### config.mk
export PLATFORM = sky130hd
export DESIGN_NAME = alu_cmd_sequencer
export DESIGN_NICKNAME = d
export VERILOG_FILES = /design/src/rtl/alu_cmd_sequencer.sv
export SDC_FILE = /design/constraint.sdc
export NUM_CORES = 1
export LEC_CHECK = 0
export CORE_ASPECT_RATIO = 1.25
export CORE_MARGIN = 2
export CORE_UTILIZATION = 40
export CTS_CLUSTER_SIZE = 28
export DETAILED_ROUTE_END_ITERATION = 16
export PLACE_DENSITY = 0.69
export RECOVER_POWER = 100
export SLEW_MARGIN = 20
export SYNTH_ARGS = -nofsm -noshare
export SYNTH_HDL_FRONTEND = slang
export SYNTH_SLANG_ARGS = --single-unit
### constraint.sdc
create_clock -name clk -period 2.2 [get_ports clk]
set_input_delay 0.22 -clock clk [delete_from_list [all_inputs] [get_ports clk]]
set_output_delay 0.22 -clock clk [all_outputs]
set_load 0.1 [all_outputs]
### src/rtl/alu_cmd_sequencer.sv
`timescale 1ns/1ps
// alu_cmd_sequencer
// Accepts one ALU command at a time and drives its operands and mode to an
// external combinational ALU. It waits SETTLE_CYCLES clocks for the result,
// captures it, and holds it until the consumer takes it.
//
// Ports
//   clk        system clock, rising-edge active
//   reset      asynchronous reset, active low
//   cmd_valid  command present on cmd_mode/cmd_a/cmd_b
//   cmd_ready  sequencer idle and able to accept a command
//   cmd_mode   ALU operation (0 die, 10 add, 11 a-b, 12 multiply)
//   cmd_a/b    operands
//   alu_a/b    operand drive to the ALU (held until the next acceptance)
//   alu_mode   mode drive to the ALU
//   alu_inc    one-cycle die-advance pulse, only for mode 0
//   alu_out    ALU result
//   res_valid  captured result available
//   res_ready  consumer accepts the result
//   res_data   captured result (kept after the handshake)
//   res_mode   mode tag of res_data
//   op_count   completed-operation counter, wraps at 256
module alu_cmd_sequencer #(
  parameter int SETTLE_CYCLES = 2  // legal range 1..15
) (
  input  logic       clk,
  input  logic       reset,
  input  logic       cmd_valid,
  output logic       cmd_ready,
  input  logic [3:0] cmd_mode,
  input  logic [5:0] cmd_a,
  input  logic [5:0] cmd_b,
  output logic [5:0] alu_a,
  output logic [5:0] alu_b,
  output logic [3:0] alu_mode,
  output logic       alu_inc,
  input  logic [7:0] alu_out,
  output logic       res_valid,
  input  logic       res_ready,
  output logic [7:0] res_data,
  output logic [3:0] res_mode,
  output logic [7:0] op_count
);

  typedef enum logic [1:0] {IDLE, DRIVE, SETTLE, RESULT} state_t;

  localparam logic [3:0] SETTLE_LOAD = 4'(SETTLE_CYCLES - 1);

  state_t     state_reg, state_next;
  logic [3:0] cnt_reg, cnt_next;
  logic       cmd_ready_reg, cmd_ready_next;
  logic [5:0] alu_a_reg, alu_a_next;
  logic [5:0] alu_b_reg, alu_b_next;
  logic [3:0] alu_mode_reg, alu_mode_next;
  logic       alu_inc_reg, alu_inc_next;
  logic       res_valid_reg, res_valid_next;
  logic [7:0] res_data_reg, res_data_next;
  logic [3:0] res_mode_reg, res_mode_next;
  logic [7:0] op_count_reg, op_count_next;
  logic       accept;

  // cmd_ready is registered, so it stays low on the first edge after reset
  // release and no command can slip in before the sequencer is ready.
  assign accept = (state_reg == IDLE) && cmd_valid && cmd_ready_reg;

  // State and output registers
  always_ff @(posedge clk or negedge reset) begin
    if (!reset) begin
      state_reg     <= IDLE;
      cnt_reg       <= '0;
      cmd_ready_reg <= 1'b0;
      alu_a_reg     <= '0;
      alu_b_reg     <= '0;
      alu_mode_reg  <= '0;
      alu_inc_reg   <= 1'b0;
      res_valid_reg <= 1'b0;
      res_data_reg  <= '0;
      res_mode_reg  <= '0;
      op_count_reg  <= '0;
    end else begin
      state_reg     <= state_next;
      cnt_reg       <= cnt_next;
      cmd_ready_reg <= cmd_ready_next;
      alu_a_reg     <= alu_a_next;
      alu_b_reg     <= alu_b_next;
      alu_mode_reg  <= alu_mode_next;
      alu_inc_reg   <= alu_inc_next;
      res_valid_reg <= res_valid_next;
      res_data_reg  <= res_data_next;
      res_mode_reg  <= res_mode_next;
      op_count_reg  <= op_count_next;
    end
  end

  // Next-state logic
  always_comb begin
    state_next = state_reg;
    case (state_reg)
      IDLE:    if (accept) state_next = DRIVE;
      DRIVE:   state_next = SETTLE;
      SETTLE:  if (cnt_reg == 4'd0) state_next = RESULT;
      RESULT:  if (res_ready) state_next = IDLE;
      default: state_next = IDLE;
    endcase
  end

  // Output logic: computes the next value of every registered output
  always_comb begin
    cnt_next       = cnt_reg;
    alu_a_next     = alu_a_reg;
    alu_b_next     = alu_b_reg;
    alu_mode_next  = alu_mode_reg;
    alu_inc_next   = 1'b0;
    res_valid_next = res_valid_reg;
    res_data_next  = res_data_reg;
    res_mode_next  = res_mode_reg;
    op_count_next  = op_count_reg;
    // Looking at state_next lets cmd_ready drop on the acceptance edge and
    // rise on the handshake edge, so it is never high outside IDLE.
    cmd_ready_next = (state_next == IDLE);
    case (state_reg)
      IDLE: begin
        if (accept) begin
          alu_a_next    = cmd_a;
          alu_b_next    = cmd_b;
          alu_mode_next = cmd_mode;
          // Set on the acceptance edge so the pulse covers exactly DRIVE
          alu_inc_next  = (cmd_mode == 4'd0);
        end
      end
      DRIVE: begin
        cnt_next = SETTLE_LOAD;
      end
      SETTLE: begin
        if (cnt_reg == 4'd0) begin
          res_data_next  = alu_out;
          res_mode_next  = alu_mode_reg;
          res_valid_next = 1'b1;
        end else begin
          cnt_next = cnt_reg - 4'd1;
        end
      end
      RESULT: begin
        if (res_ready) begin
          res_valid_next = 1'b0;
          op_count_next  = op_count_reg + 8'd1;
        end
      end
      default: ;
    endcase
  end

  assign cmd_ready = cmd_ready_reg;
  assign alu_a     = alu_a_reg;
  assign alu_b     = alu_b_reg;
  assign alu_mode  = alu_mode_reg;
  assign alu_inc   = alu_inc_reg;
  assign res_valid = res_valid_reg;
  assign res_data  = res_data_reg;
  assign res_mode  = res_mode_reg;
  assign op_count  = op_count_reg;

endmodule
==> reports/results.ini <==
[sta]
period_minus_slack_ns=1.85
hold_violations=0
clock_skew_ns=0.00511
max_freq_ghz=0.541
tightest_slew_ns=1.20
fin_setup_tns_ns=0
relSlewSlack_pct=20.6
finalMaxSlewViolations=0
setup_viol=0
min_period_over_period_pct=84.1
rsz0062_at_grt=no

[clock_tree]
cts.sinks=45
cts.clk_slew.worst_paths_ns=0.08
clkLatencyLatePin_ns=0.29
clk_path_buf_depth=2
cts_buffers=5
cts_resized=0
cts_setup_buffers=0
hold_buffers=0
cts_tree=yes
ctsHtreeMaxLevel=2
clockRootBuffer=clkbuf_8

[place]
portBuffers=66
hpwl_mm=2.85
gp_congestion=0.827

[detailed_routing]
drc=0
routed_wl_mm=3.78
vias_per_cell=4.99
routedWlPerCell_microns=14.0
ant_nets=0
dr.first_iter.drc_count=44
num_vias=1346
firstDrtPassIters=4

[global_routing]
grt_pass1_wl_mm=6.35
met3_usage_pct=4.85
grt_pass1_vias=1423
grtUsageMet1_pct=17.5
gr-total-overflow=0
grt_use_met2_pct=27.4
grt_usage_pct=15.3
antenna_found_initial=0
grt_max_degree=46
busiest_layer=met2

[setup_path]
worst_setup_path_end_kind=output pin
arrival_ns=1.63
cp_num_buf_inv=1
path_max_fanout=5
cp-start-kind=flip-flop
crit_family=buffers and inverters
path_cells=clkbuf_1
crit_type=reg -> out
slowest_delay_ns=0.89
slowest_stage=clkbuf_1
reg2reg_slack_ns=0.37
cp.required_ns=1.98

[synthesis]
seq_area_frac_synth_pct=59.3
ys_ff_latch=45
yosys.cell_types.count=34
synthCells=139
synthArstFlopShare_pct=100
yosysMostFrequentCell=dfrtp_1
synth_area_leaders=dfrtp_1 59%, mux2_2 11%, mux2_4 7.1%, ha_1 2.0%, xnor2_1 1.8%
synthFlopType=dfrtp_1
synth_edf_count=0
syn_nets=170
synth_top_area_share_pct=59.3
synth_top_cell_by_area=dfrtp_1
syn-cell-area_sq_mm=0.00190
yosysWarnings=0
postSynthAreaPerCell_sq_um=13.7
synth_common_cells=45 x dfrtp_1, 19 x mux2_2, 9 x mux2_4, 9 x nand2_1, 7 x nor2_1

[status]
outcome=complete, no violations

[floorplan]
die_w_microns=65.6
row_count=28
start_util_pct=40.7
dieHeight_microns=81.0
dieArea_sq_mm=0.00532
io_pins=67
coreArea_sq_mm=0.00466

[job]
drv_cap=0

[layout]
nNetsFinal=240
layout-drive-gt1-share_pct=17.1
num-fill-cells=441
antenna_cells=0
syn2layout_area_growth_pct=27.6

[min_path]
hp-class=in -> async

==> metrics by stage <==
| step | cells | hold WS, ns | cell area [sq um] | util, % | worst slack (ns) |
|---|---|---|---|---|---|
| 2_1_floorplan | 139 | -0.0756 | 1900 | - | 0.322 |
| 3_3_place_gp | 262 | 0.414 | 2510 | 53.9 | 0.474 |
| 3_5_place_dp | 262 | 0.438 | 2510 | 53.9 | 0.420 |
| 4_1_cts | 270 | 0.114 | 2600 | 55.7 | 0.388 |
| 5_1_grt | 270 | 0.195 | 2420 | 52.0 | 0.209 |
| 6_report | 270 | 0.102 | 2420 | 52.0 | 0.351 |
==> final timing paths <==
| kind | start | to | depth (start not counted) |
|---|---|---|---|
| setup / recovery | op_count[2]$_DFFE_PN0P_ | op_count[2] | 1 |
| hold / removal | reset | res_data[5]$_DFFE_PN0P_ | 1 |
| setup reg to reg | state_reg[0]$_DFF_PN0_ | alu_a[1]$_DFFE_PN0P_ | 4 |
| hold reg to reg | op_count[7]$_DFFE_PN0P_ | op_count[7]$_DFFE_PN0P_ | 1 |
| max in group asynchronous | reset | cnt_reg[3]$_DFFE_PN0P_ | 1 |
| min in group clk | op_count[7]$_DFFE_PN0P_ | op_count[7]$_DFFE_PN0P_ | 1 |
==> layout make-up <==
type	instances	area [sq um]	area share, %
Clock buffer	5	68.8	2.84
Clock inverter	3	17.5	0.723
Inverter	2	7.51	0.310
Multi-Input combinational cell	87	702	29.0
Sequential cell	45	1130	46.5
Tap cell	60	75.1	3.10
Timing Repair Buffer	68	425	17.6
==> routing by layer <==
layer / vias up / part of all wire, % / wire (microns)
met5: - / 0 / 0
li1: 625 / - / -
met3: 2 / 6.0 / 226
met4: 0 / 0.85 / 32
met1: 673 / 41 / 1540
met2: 46 / 52 / 1980
==> layout by cell type (no fill, tap or decap), types with 2 or more instances in the layout <==
| cell type | count |
|---|---|
| clkbuf_1 | 38 |
| clkdlybuf4s50_1 | 26 |
| inv_1 | 2 |
| nand4_1 | 3 |
| xnor2_1 | 4 |
| ha_1 | 3 |
| dfrtp_1 | 45 |
| o22ai_1 | 2 |
| nor3_1 | 3 |
| clkinv_2 | 2 |
| nand2_1 | 9 |
| and3_1 | 3 |
| nand3_1 | 4 |
| mux2_4 | 2 |
| mux2_2 | 19 |
| clkbuf_8 | 5 |
| clkbuf_2 | 3 |
| a31oi_1 | 2 |
| xor2_1 | 3 |
| mux2_1 | 7 |
| nor2_1 | 7 |
==> logic make-up (layout without fill, tap and decap cells) <==
family                     count (synthesis)  in the layout  share of synthesized area (%)
buffers and inverters                      7             78                           2.31
AOI/OAI and AO/OA                         10             10                           3.56
DFF                                       45             45                           59.3
adders and majority gates                  3              3                           1.98
xor gates and xnor gates                   7              7                           3.23
muxes                                     28             28                           18.4
and+or+nand+nor                           39             39                           11.2
Power is left out: the tool's default activity adds up to more than one toggle a clock period on the data nets, which glitch-free logic cannot reach.
==> RTL change, RTL diff (same flow settings) <==
Make the reset (`reset`) synchronous in one clocked block. Comments in the files are not updated.
--- a/src/rtl/alu_cmd_sequencer.sv
+++ b/src/rtl/alu_cmd_sequencer.sv
@@ -64,7 +64,7 @@
   assign accept = (state_reg == IDLE) && cmd_valid && cmd_ready_reg;
 
   // State and output registers
-  always_ff @(posedge clk or negedge reset) begin
+  always_ff @(posedge clk) begin
     if (!reset) begin
       state_reg     <= IDLE;
       cnt_reg       <= '0;
Formal check against the unedited RTL: differs if reset is asserted again (counterexample within 4 cycles, from zero or initial values and one cycle with reset low); with reset held inactive, the same outputs for 10 cycles.
==> RTL change against the unedited design <==
- routed wire length is 16% higher
- first-iteration DRC count rose to 2.8 times the old value
- sequential cell count is the same
- setup slack better by 0.027 ns
- highest routed layer unchanged
- final area fell by 1.2%
- critical path depth did not move
- area after synthesis is 2.5% lower
- clock skew decreased by 0.0020 ns
==> RTL change: results (changes against the unedited design) <==
Largest net degree at the start of global routing: 25 (-46%)
Postcts setup bufs: 0 (unchanged)
Library cells used by synthesis: 38 (+12%)
Placed insts: 331 (+26%)
Sequential share of the synthesized area: 0.487 (-0.106)
Share of cells above drive strength 1: 0.0429 (-0.129)
Initial antenna violation count: 0 (unchanged)
Via count: 1742 (+29%)
Vias in the first global route: 1612 (+13%)
Initial DRC Count: 124 (+180%)
Syn avg cell area: 8.49 um^2 (-38%)
Clock skew: 0.00316 ns (-0.00195 ns)
Predominant post-synthesis flop cell: dfxtp_1
GRT Total Usage: 0.173 (+0.0202)
Antenna Cells: 0 (unchanged)
Final net count: 311 (+30%)
Hold Crit Class: register to register
Routed length per placed instance: 12.9 um (-7.5%)
Ys async rst share: 0 (-1.00)
Worst r2r path cells: 3 (-1)
Post-route insts no fill: 338 (+25%)
Hold depth: 2
Worst slew pin tran: 1.20 ns (+0.00639 ns)
GP Congestion: 0.820 (-0.91%)
Critical Path AT: 1.60 ns (-0.03 ns)
List of most frequent post-synthesis cells: dfxtp_1, a21oi_1, nand2_1
Maximum VDD drop: 487 uV
Syn_nets: 249 (+46%)
CP startpoint: op_count[0]$_SDFFE_PN0P_
Critical R2R Capture: op_count[7]$_SDFFE_PN0P_
Reg2Reg Launch Point: state_reg[0]$_SDFF_PN0_
Dpl hpwl: 3020 um (+6.0%)
Synth area leaders: dfxtp_1, a21oi_1, nand2_1
Reg2reg setup slack: 0.54 ns (+0.17 ns)
Outcome: finished, final reports clean
Wire length of the first global-routing pass: 7140 um (+12%)
Crit-path slowest cell: clkbuf_1
CP endpoint: op_count[0]
RTL change: per-stage QoR:
stage / worst slack, ns / instance area (um^2)
6_report: 0.378 / 2390
5_1_grt: 0.340 / 2390
4_1_cts: 0.536 / 2550
3_5_place_dp: 0.470 / 2450
3_3_place_gp: 0.522 / 2450
2_1_floorplan: 0.159 / 1850
RTL change: worst min path at each step:
stage	from	end	slack [ns]
floorplan	cmd_a[0]	alu_a[0]$_SDFFE_PN0P_	0.36
global placement	alu_b[5]$_SDFFE_PN0P_	alu_b[5]$_SDFFE_PN0P_	0.44
detailed placement	alu_a[3]$_SDFFE_PN0P_	alu_a[3]$_SDFFE_PN0P_	0.45
CTS	alu_a[3]$_SDFFE_PN0P_	alu_a[3]$_SDFFE_PN0P_	0.46
global route	cmd_b[2]	alu_b[2]$_SDFFE_PN0P_	0.48
finish	alu_a[3]$_SDFFE_PN0P_	alu_a[3]$_SDFFE_PN0P_	0.46
RTL change: logic make-up (layout without fill, tap and decap cells):
| family | count (synthesis) | count (layout) | synth area share |
|---|---|---|---|
| mux | 1 | 1 | 0.00541 |
| simple gates | 83 | 83 | 0.238 |
| compound gates | 63 | 63 | 0.189 |
| flops | 45 | 45 | 0.487 |
| fa+ha+maj | 3 | 3 | 0.0203 |
| buf+inv | 21 | 83 | 0.0514 |
| xor+xnor | 2 | 2 | 0.00947 |
RTL change: power by group through the flow:
stage / combinational [mW] / clock (mW) / sequential, mW
floorplan: 0.214 / 0 / 1.19
global placement: 0.636 / 0 / 0.927
detailed placement: 0.638 / 0 / 0.928
CTS: 0.638 / 0.615 / 0.909
global route: 0.627 / 0.648 / 0.917
finish: 0.589 / 0.594 / 0.907
RTL change: layout make-up:
| class | count | area [um^2] |
|---|---|---|
| multi-input cells | 152 | 847 |
| repair buffers | 71 | 450 |
| clock inverters | 2 | 35.0 |
| inverters | 5 | 18.8 |
| flip-flops and latches | 45 | 901 |
| clock buffers | 5 | 68.8 |
| fillers | 474 | 2030 |
| well taps | 58 | 72.6 |
RTL change: per-layer routing:
layer | global-route usage | vias to the layer above | part of all wire
met5 | 0 | - | 0
met4 | 0.0596 | 0 | 0.013
met3 | 0.0522 | 6 | 0.064
met2 | 0.300 | 48 | 0.47
met1 | 0.200 | 798 | 0.45
li1 | - | 890 | -
